<file path="config.mk">
export PLATFORM = sky130hd
export DESIGN_NAME = t07_wb_rr_arbiter
export DESIGN_NICKNAME = d
export VERILOG_FILES = /design/src/rtl/t07_wb_rr_arbiter.sv
export SDC_FILE = /design/constraint.sdc
export NUM_CORES = 1
export LEC_CHECK = 0
export BUFFER_PORTS_ARGS = -buffer_cell sky130_fd_sc_hd__buf_4
export CAP_MARGIN = 20
export CORE_AREA = 2 2 110 112
export DETAILED_ROUTE_END_ITERATION = 8
export DIE_AREA = 0 0 112 114
export PLACE_DENSITY = 0.5
export SLEW_MARGIN = 20
export SYNTH_ARGS = -nofsm -noshare
export SYNTH_HDL_FRONTEND = slang
export SYNTH_SLANG_ARGS = --single-unit
export TNS_END_PERCENT = 20
</file>
<file path="constraint.sdc">
create_clock -name clk -period 1.95 [get_ports clk]
set_input_delay 0.0975 -clock clk [delete_from_list [all_inputs] [get_ports clk]]
set_output_delay 0.0975 -clock clk [all_outputs]
set_load 0.02 [all_outputs]
</file>
<file path="src/rtl/t07_wb_rr_arbiter.sv">
// Round-robin N-master Wishbone classic arbiter with a bus-timeout watchdog.
// The grant is held for a whole CYC; ack, err and read data go back to the owner only.
module t07_wb_rr_arbiter #(
  parameter int unsigned NUM_MASTERS = 2,
  parameter int unsigned ADDR_W      = 32,
  parameter int unsigned DATA_W      = 32,
  parameter int unsigned TIMEOUT     = 255
) (
  input  logic                            clk,
  input  logic                            nrst,
  input  logic [NUM_MASTERS-1:0]          m_cyc_i,
  input  logic [NUM_MASTERS-1:0]          m_stb_i,
  input  logic [NUM_MASTERS-1:0]          m_we_i,
  input  logic [NUM_MASTERS*ADDR_W-1:0]   m_adr_i,
  input  logic [NUM_MASTERS*DATA_W-1:0]   m_dat_i,
  input  logic [NUM_MASTERS*DATA_W/8-1:0] m_sel_i,
  output logic [NUM_MASTERS-1:0]          m_ack_o,
  output logic [NUM_MASTERS-1:0]          m_err_o,
  output logic [DATA_W-1:0]               m_dat_o,
  output logic                            s_cyc_o,
  output logic                            s_stb_o,
  output logic                            s_we_o,
  output logic [ADDR_W-1:0]               s_adr_o,
  output logic [DATA_W-1:0]               s_dat_o,
  output logic [DATA_W/8-1:0]             s_sel_o,
  input  logic                            s_ack_i,
  input  logic [DATA_W-1:0]               s_dat_i,
  output logic [NUM_MASTERS-1:0]          grant_o,
  output logic                            busy_o
);

  localparam int unsigned SEL_W = DATA_W / 8;
  localparam int unsigned IDX_W = (NUM_MASTERS > 1) ? $clog2(NUM_MASTERS) : 1;
  localparam int unsigned CNT_W = (TIMEOUT > 1) ? $clog2(TIMEOUT + 1) : 1;

  typedef enum logic {IDLE, BUSY} state_e;

  state_e                 state_q, state_d;
  logic [NUM_MASTERS-1:0] grant_q, grant_d;
  logic [IDX_W-1:0]       gidx_q, gidx_d;
  logic [IDX_W-1:0]       ptr_q, ptr_d;
  logic [CNT_W-1:0]       cnt_q, cnt_d;
  logic                   wdog_hit;
  logic [IDX_W-1:0]       cand;
  logic                   found;

  // Slave-side mux: AND-OR of the one-hot grant, so everything is 0 while idle.
  always_comb begin
    s_cyc_o = 1'b0;
    s_stb_o = 1'b0;
    s_we_o  = 1'b0;
    s_adr_o = '0;
    s_dat_o = '0;
    s_sel_o = '0;
    for (int k = 0; k < NUM_MASTERS; k++) begin
      s_cyc_o = s_cyc_o | (m_cyc_i[k] & grant_q[k]);
      s_stb_o = s_stb_o | (m_stb_i[k] & grant_q[k]);
      s_we_o  = s_we_o  | (m_we_i[k]  & grant_q[k]);
      s_adr_o = s_adr_o | (m_adr_i[k*ADDR_W +: ADDR_W] & {ADDR_W{grant_q[k]}});
      s_dat_o = s_dat_o | (m_dat_i[k*DATA_W +: DATA_W] & {DATA_W{grant_q[k]}});
      s_sel_o = s_sel_o | (m_sel_i[k*SEL_W +: SEL_W] & {SEL_W{grant_q[k]}});
    end
  end

  // Ack in the same cycle suppresses the timeout.
  assign wdog_hit = (TIMEOUT != 0) && (state_q == BUSY) && s_stb_o && !s_ack_i
                    && (cnt_q == CNT_W'(TIMEOUT - 1));

  assign m_ack_o = grant_q & {NUM_MASTERS{s_ack_i}};
  assign m_err_o = grant_q & {NUM_MASTERS{wdog_hit}};
  assign m_dat_o = (state_q == BUSY) ? s_dat_i : '0;
  assign grant_o = grant_q;
  assign busy_o  = (state_q == BUSY);

  always_comb begin
    state_d = state_q;
    grant_d = grant_q;
    gidx_d  = gidx_q;
    ptr_d   = ptr_q;
    cnt_d   = '0;
    cand    = '0;
    found   = 1'b0;
    case (state_q)
      IDLE: begin
        // First requester at or above the pointer, wrapping around.
        for (int unsigned i = 0; i < NUM_MASTERS; i++) begin
          cand = IDX_W'((32'(ptr_q) + i) % NUM_MASTERS);
          if (!found && m_cyc_i[cand]) begin
            found   = 1'b1;
            gidx_d  = cand;
            grant_d = NUM_MASTERS'(1) << cand;
            state_d = BUSY;
          end
        end
      end
      BUSY: begin
        if (wdog_hit || !m_cyc_i[gidx_q]) begin
          state_d = IDLE;
          grant_d = '0;
          ptr_d   = (gidx_q == IDX_W'(NUM_MASTERS - 1)) ? '0 : gidx_q + IDX_W'(1);
        end else if (s_stb_o && !s_ack_i) begin
          cnt_d = cnt_q + CNT_W'(1);
        end
      end
      default: state_d = IDLE;
    endcase
  end

  always_ff @(posedge clk or negedge nrst) begin
    if (!nrst) begin
      state_q <= IDLE;
      grant_q <= '0;
      gidx_q  <= '0;
      ptr_q   <= '0;
      cnt_q   <= '0;
    end else begin
      state_q <= state_d;
      grant_q <= grant_d;
      gidx_q  <= gidx_d;
      ptr_q   <= ptr_d;
      cnt_q   <= cnt_d;
    end
  end

endmodule

</file>
Word level (Yosys, flattened, before mapping). Index checks and enable logic that the tools add are counted.

Flip-flop bits (word level): 13.

Add/subtract/negate cells: 3. $lt $le $gt $ge: 3. Eq/ne operators: 3. Shifts and indexed selects: 2. Mux-type cells: 22. Bitwise logic cells: 21. Reductions and logical operators: 13.

Operators with widths (count): 32-bit bitwise AND (4); 32-bit bitwise OR (2); 32-bit 2-to-1 mux (1); 8-bit 2-to-1 mux (3); 1-bit 2-to-1 mux (13); 8-bit by 1-bit adder with 8-bit output (second input constant) (1); 4-bit bitwise AND (2); 8-bit == test (second input constant) (1); 1-bit bitwise AND (6); 1-bit by 2-bit less-than comparator with 1-bit output (second input constant) (3); 2-bit 2-to-1 mux (3); 2-bit AND reduction (3); 1-bit logical AND (5); 2-bit bitwise AND (2); 4-bit bitwise OR (1); 2-bit one-hot mux with 2 select lines (1); 1-bit by 1-bit left shift with 2-bit output (first input constant) (2); 1-bit logical NOT (3); 3-bit != test (second input constant) (1); 1-bit bitwise OR (3); 1-bit adder (second input constant) (2); 2-bit by 1-bit != test with 1-bit output (second input constant) (1); 1-bit one-hot mux with 2 select lines (1); 2-bit nonzero test (1); other kinds (2) (2).

Depth between registers and ports, before layout. Gate-level depths: netlist of the first run.

Word-level depth: 8. Mapped depth: 6. Mapped depth without buffers: 6.

Least setup slack after synthesis of the first run. OpenSTA, ideal clock, no wires.

Path kind: reg-to-reg. Start: register cnt_q[0]. End: register ptr_q. Setup time: 0.125 ns. Data arrival time: 1.398 ns. Data required time: 1.825 ns. Slack: 0.427 ns. Cell stages (with the launch flop): 6. Clock period less this slack: 1.523 ns. Path through: dfrtp_1 inv_1 ha_1 nand3_1 nor4_2 mux2_2.

Cells in the longest elaborated chain, start to end: 4.

Ends and longest elaborated chain: start: declaration (RTL line 42) `logic [CNT_W-1:0] cnt_q, cnt_d;`; start signal: assignment (RTL line 121) `cnt_q <= cnt_d;`; 8-bit == test (RTL line 67) `&& (cnt_q == CNT_W'(TIMEOUT - 1));`; 1-bit logical AND (RTL line 67); 1-bit logical OR (RTL line 97) `if (wdog_hit || !m_cyc_i[gidx_q]) begin`; 2-bit AND reduction (no line); end signal: assignment (RTL line 120) `ptr_q <= ptr_d;`; end: declaration (RTL line 41) `logic [IDX_W-1:0] ptr_q, ptr_d;`.

No other way between the ends. A chain may end at the register's enable or synchronous reset.

Final worst setup path of the first run.
Start: register cnt_q[0]. End: output port m_err_o[1].

Cells in the longest elaborated chain, start to end: 3.

Ends and longest elaborated chain: 8-bit == test (RTL line 67); 1-bit logical AND (RTL line 67); 2-bit bitwise AND (RTL line 70) `assign m_err_o = grant_q & {NUM_MASTERS{wdog_hit}};`; end: declaration (RTL line 18) `output logic [NUM_MASTERS-1:0] m_err_o,`.

No other way between the ends.

==> flow_metrics.py, run 1 <==
metrics = {
    "run_status": {
        "status": "finished, final reports clean",
    },
    "clocking": {
        "clk_path_buf_depth": 2,
        "cts_sinks": 13,
        "cts-htree-levels": 1,
        "clk_pin_slew_ns": 0.05,
        "clock_insertion_delay_worst_skew_ns": 0.24,
        "clock-root-buffer": "clkbuf_16",
        "cts_tree": "built",
        "cts_made_buffers": 3,
    },
    "logic_synthesis": {
        "ys_seq_area_frac": 0.2041,
        "ys_seq_elements": 13,
        "syn_inst": 193,
        "yosys_warnings": 0,
        "synth_flop_cell": "dfrtp_1",
        "syn-num-nets": 372,
        "avgSynthCellArea_um2": 8.259,
        "synth-async-reset-ratio": 1.000,
        "synth_cell_types": 30,
        "synthesis.area_um2": 1594,
        "synth_edf_count": 0,
    },
    "sta": {
        "fin_hold_ws_ns": 0.09095,
        "fin_setup_tns_ns": 0,
        "fin_crit_sh": 0.9498,
        "grt_setup_unrepaired": "false",
        "relSlewSlack": 0.7128,
        "setup_violations": 0,
        "skew_ns": 0.0009059,
        "post-route-min-period_ns": 1.852,
        "finalMaxSlewViolations": 0,
        "hold_viol_final": 0,
        "tightest_slew_ns": 0.4308,
        "fmax_mhz": 539.9,
    },
    "floorplanning": {
        "ios": 287,
        "die_w_um": 112,
        "core.rowCount": 40,
        "core_area_um2": 11710,
        "die_area_um2": 12770,
        "die_h_um": 114,
        "initial_utilization": 0.1361,
    },
    "worst_setup_path": {
        "crit_path_top_delay_cell": "dfrtp_2",
        "cp.arrival_ns": 1.75,
        "worstPathMaxFanout": 7,
        "crit_path_end_kind": "primary output",
        "crit_chain": "inv_2, ha_4, nand3_4, nor4_4, and3_1, buf_4",
        "cp-start-kind": "flop",
        "crit_type": "reg2out",
        "max_stage_delay_ns": 0.45,
        "cp.required_ns": 1.85,
    },
    "route": {
        "detail-route-antenna-nets": 0,
        "top_layer": "met4",
        "wl_met3_um": 685,
        "routed_wl_um": 10950,
        "vias": 2639,
        "drtIter0Drc": 62,
        "first_pass_iters": 4,
        "routed_via_density": 4.284,
        "wl_met1_um": 3641,
        "dr_wl_met2_um": 6604,
        "drcViolationCount": 0,
        "wl_per_cell_um": 17.78,
    },
    "pwr": {
        "clkPwrFrac": 0.075,
        "p_leak_nw": 2.165,
        "p_sw_mw": 2.707,
        "seqPwrFrac": 0.072,
        "powerDensity_nw_per_um2": 1314,
        "ir_drop_mv": 0.5952,
        "swShare": 0.5099,
        "combPwrFrac": 0.853,
        "intPower_mw": 2.602,
    },
    "final_layout": {
        "area_growth_pct": 153.4,
        "diodes": 0,
        "mostFrequentLayoutCells": "289 x buf_4, 70 x a22o_1, 35 x and2_1, 10 x dfrtp_1, 8 x nor2_1",
        "layout.nets": 649,
        "drive_gt1_frac": 0.6503,
        "instances_no_fill": 616,
        "mostFrequentLayoutCell": "buf_4",
    },
    "grt": {
        "grt_use_total": 0.1517,
        "grt_max_degree": 76,
        "antenna_found_initial": 0,
        "first_global_vias": 2520,
        "grt-ovfl-total": 0,
        "grt_first_pass_wirelength_um": 14860,
    },
    "worst_hold_path": {
        "hold_path_class": "in2reg",
    },
    "placed_design": {
        "dp_hpwl_um": 9385,
        "io_buffers": 286,
        "place_inst": 609,
        "place_congestion": 0.7625,
    },
    "flow_run": {
        "cap_violations": 0,
    },
}
[per-stage QoR]
stage	util	total power [mW]	setup slack (ns)	instance area [um2]
final	0.3449	5.308	0.09791	4039
after global routing	0.3449	5.603	0.01746	4039
after CTS	0.3413	5.415	0.07607	3998
after detailed placement	0.3330	5.005	0.2296	3900
after global placement	0.3330	4.989	0.2192	3900
after floorplan	-	2.846	0.4274	1594
[power groups by stage]
stage	Sequential (mW)	Clock (mW)	Combinational [mW]
floorplan	0.410	0	2.44
global placement	0.381	0	4.61
detailed placement	0.385	0	4.62
CTS	0.381	0.401	4.63
global route	0.394	0.411	4.80
finish	0.381	0.398	4.53
[registers in the layout, indices dropped and copies added, names as in the netlist]
signal and flops:
busy_o 1, cnt_q 8, gidx_q 1, grant_o 2
ptr_q 1
[final cells by class]
cell class	instances	area, um2
Inverter	4	15.01
Tap cell	147	183.9
Timing Repair Buffer	292	2220
Clock buffer	4	78.83
Fill cell	1257	7672
Sequential cell	13	329.1
Multi-Input combinational cell	156	1212
[cell usage after synthesis, types with 2 or more instances]
cell | number | area, um2
nand3_1 | 4 | 20.02
nand2_1 | 2 | 7.510
o21ai_0 | 5 | 25.02
a22o_1 | 70 | 613.1
dfrtp_1 | 13 | 325.3
xor2_1 | 3 | 26.28
ha_1 | 2 | 25.02
inv_1 | 4 | 15.01
clkbuf_1 | 20 | 75.07
nor2_1 | 8 | 30.03
and2_1 | 35 | 219.0
and3_1 | 3 | 18.77
a21oi_1 | 7 | 35.03
[routing by layer]
metal / up-vias / GRT usage
met1: 1214 / 0.1561
met2: 125 / 0.3277
met3: 5 / 0.02657
li1: 1295 / -
met5: - / 0
met4: 0 / 0.009756
[worst max-delay path: cells and delay by family (launching register included)]
| kind | cells | cell delay (ns) |
|---|---|---|
| and+or+nand+nor | 3 | 0.69 |
| DFF | 1 | 0.45 |
| buffers and inverters | 2 | 0.22 |
| adders and majority gates | 1 | 0.16 |
[cell families after synthesis]
group                    after synthesis  synth area share
AO/OA/AOI/OAI                         90            0.4686
AND/OR/NAND/NOR                       58            0.2198
buffers and inverters                 24           0.05651
flip-flops                            13            0.2041
XOR/XNOR                               4           0.02198
multiplexers                           2           0.01334
adder cells (fa/ha/maj)                2           0.01570
[worst paths after layout]
path                             from          to  slack (ns)  cells after the start
max                          cnt_q[0]  m_err_o[1]         0.1                      6
min                        m_cyc_i[0]      gidx_q        0.09                      2
max reg2reg                  cnt_q[0]       ptr_q        0.18                      6
min reg2reg                  cnt_q[0]    cnt_q[0]        0.52                      1
max in group asynchronous        nrst  grant_o[1]        1.54                      2
min in group asynchronous        nrst    cnt_q[2]        0.23                      2
[timing repair]
item | 4_1_cts | 5_1_grt
pin swaps | 0 | 1
endpoints found under the setup margin | 1 | 2
endpoints found under the hold margin | 13 | 0
hold buffers | 1 | 0
gates resized for setup | 1 | 6
buffers inserted | 0 | 2
No activity file was read; power rests on OpenSTA's default activity.
==> run 2: changes to the inputs <==
Settings changed: CORE_AREA 2 2 110 112 to 4 4 109 111, DIE_AREA 0 0 112 114 to 0 0 113 115, PLACE_DENSITY 0.5 to default, PLACE_DENSITY_LB_ADDON from default to 0.2, REMOVE_ABC_BUFFERS from default to 1.
==> flow_metrics.py, run 2 (same netlist as run 1, synthesis figures left out) <==
metrics = {
    "route": {
        "vias": 2715,
        "routed_via_density": 4.444,
        "wl_per_cell_um": 17.00,
        "detail-route-antenna-nets": 0,
        "routed_wl_um": 10390,
        "drtIter0Drc": 108,
        "first_pass_iters": 4,
        "drcViolationCount": 0,
    },
    "clocking": {
        "clk_pin_slew_ns": 0.06,
        "cts_sinks": 13,
        "clock-root-buffer": "clkbuf_8",
        "clk_path_buf_depth": 2,
        "cts-htree-levels": 1,
        "cts_tree": "built",
        "cts_made_buffers": 3,
        "clock_insertion_delay_worst_skew_ns": 0.24,
    },
    "sta": {
        "grt_setup_unrepaired": "true",
        "fin_hold_ws_ns": 0.1053,
        "hold_viol_final": 0,
        "fin_crit_sh": 0.9249,
        "post-route-min-period_ns": 1.803,
        "skew_ns": 0.005564,
        "finalMaxSlewViolations": 0,
        "tightest_slew_ns": 0.4331,
        "fmax_mhz": 554.5,
        "relSlewSlack": 0.7112,
        "setup_violations": 0,
        "setup_slack_ns": 0.1465,
    },
    "floorplanning": {
        "die_h_um": 115,
        "ios": 287,
        "core_area_um2": 10790,
        "initial_utilization": 0.1477,
        "die_area_um2": 13000,
        "die_w_um": 113,
        "core.rowCount": 38,
    },
    "grt": {
        "grt_first_pass_wirelength_um": 14770,
        "grt_max_degree": 76,
        "grt-ovfl-total": 0,
        "first_global_vias": 2654,
        "antenna_found_initial": 0,
        "grt_use_total": 0.1414,
    },
    "final_layout": {
        "drive_gt1_frac": 0.6539,
        "mostFrequentLayoutCell": "buf_4",
        "area_growth_pct": 152.0,
        "largest_register_ffs": 8,
        "multi_input_area_um2": 1212,
        "diodes": 0,
        "mostFrequentLayoutCells": "290 x buf_4, 70 x a22o_1, 35 x and2_1, 10 x dfrtp_1, 8 x nor2_1",
        "layout.nets": 651,
        "seq_area_um2": 329.1,
        "regMostFlops": "cnt_q",
        "fillCellCount": 1110,
    },
    "worst_hold_path": {
        "whs_endpoint": "gidx_q",
        "hold_path_class": "in2reg",
        "hold_path_startpoint": "m_cyc_i[0]",
        "min_path_cells": 2,
    },
    "worst_setup_path": {
        "cp.required_ns": 1.85,
        "worstPathMaxFanout": 5,
        "rrSetupSlack_ns": 0.23,
        "crit_path_top_delay_cell": "dfrtp_2",
        "crit_type": "reg2out",
        "crit_chain": "inv_2, ha_4, nand3_4, nor4_4, and3_1, buf_6",
        "reg2regPathDepth": 6,
        "cp-start-kind": "flop",
        "crit_path_end_kind": "primary output",
        "r2r_end": "ptr_q",
        "max_stage_delay_ns": 0.44,
        "critPathBufInv": 2,
        "critical_path.top_delay_family": "simple AND/OR/NAND/NOR gates",
        "cp.arrival_ns": 1.71,
        "reg2reg_from": "cnt_q[0]",
    },
    "placed_design": {
        "dp_hpwl_um": 8852,
        "io_buffers": 286,
        "place_ws_ns": 0.1328,
        "place_congestion": 0.8362,
    },
    "pwr": {
        "totalPowerFinal_mw": 5.085,
        "p_leak_nw": 2.163,
        "powerDensity_nw_per_um2": 1266,
        "ir_drop_mv": 0.6339,
    },
    "flow_run": {
        "cap_violations": 0,
    },
    "run_status": {
        "status": "finished, final reports clean",
    },
}
run 2: cell count changes in the layout (fill, tap and decap cells not counted), sizes merged:
cell,delta
clkbuf,-1
buf,+2
clkinv,+1
run 2: how the worst max path moves through the flow:
stage                     from  cells past startpoint    endpoint  slack, ns
detailed placement    cnt_q[0]                      5       ptr_q       0.13
CTS                   cnt_q[0]                      6  m_err_o[0]       0.03
global route          cnt_q[1]                      5  m_err_o[0]      -0.02
finish                cnt_q[0]                      6  m_err_o[0]       0.15
global placement      cnt_q[0]                      5       ptr_q       0.15
floorplan           grant_o[0]                      4    cnt_q[2]      -0.81
run 2: stage by stage:
step                      area [um2]  instances    util   TNS, ns
after floorplan                 1519        173       -    -15.60
after global placement          3891        602  0.3605         0
after detailed placement        3891        602  0.3605         0
after CTS                       3956        607  0.3666         0
after global routing            4016        611  0.3721  -0.01680
final                           4016        611  0.3721         0
run 2: power breakdown:
group / total, mW / leakage, nW / switching (mW) / internal (mW)
Clock: 0.234 / 0.0255 / 0.0928 / 0.141
Combinational: 4.48 / 1.97 / 2.48 / 2.00
Sequential: 0.376 / 0.167 / 0.0479 / 0.328
Total: 5.09 / 2.16 / 2.62 / 2.47
run 2: area by class of cell:
class | instances | share of cell area
Clock buffer | 3 | 0.01028
Clock inverter | 1 | 0.001246
Inverter | 4 | 0.003738
Multi-Input combinational cell | 156 | 0.3019
Sequential cell | 13 | 0.08193
Tap cell | 140 | 0.04361
Timing Repair Buffer | 294 | 0.5573
run 2: worst register-to-register path: stages (launching register included):
cell and delay [ns]:
dfrtp_2 0.44, inv_2 0.08, ha_4 0.14, nand3_4 0.07
nor4_4 0.38, buf_4 0.17, mux2_2 0.31
run 2: per-layer routing:
| metal | track usage | up-vias | share of wire |
|---|---|---|---|
| li1 | - | 1297 | - |
| met1 | 0.1588 | 1241 | 0.34 |
| met2 | 0.2721 | 167 | 0.54 |
| met3 | 0.03789 | 10 | 0.10 |
| met4 | 0.02083 | 0 | 0.011 |
| met5 | 0 | - | 0 |
run 2: timing repair:
action / CTS / global route
setup buffers: 0 / 4
pin swaps: 0 / 2
gates resized for setup: 1 / 7
hold buffers: 1 / 0
endpoints found under the setup margin: 2 / 2
endpoints found under the hold margin: 13 / 0
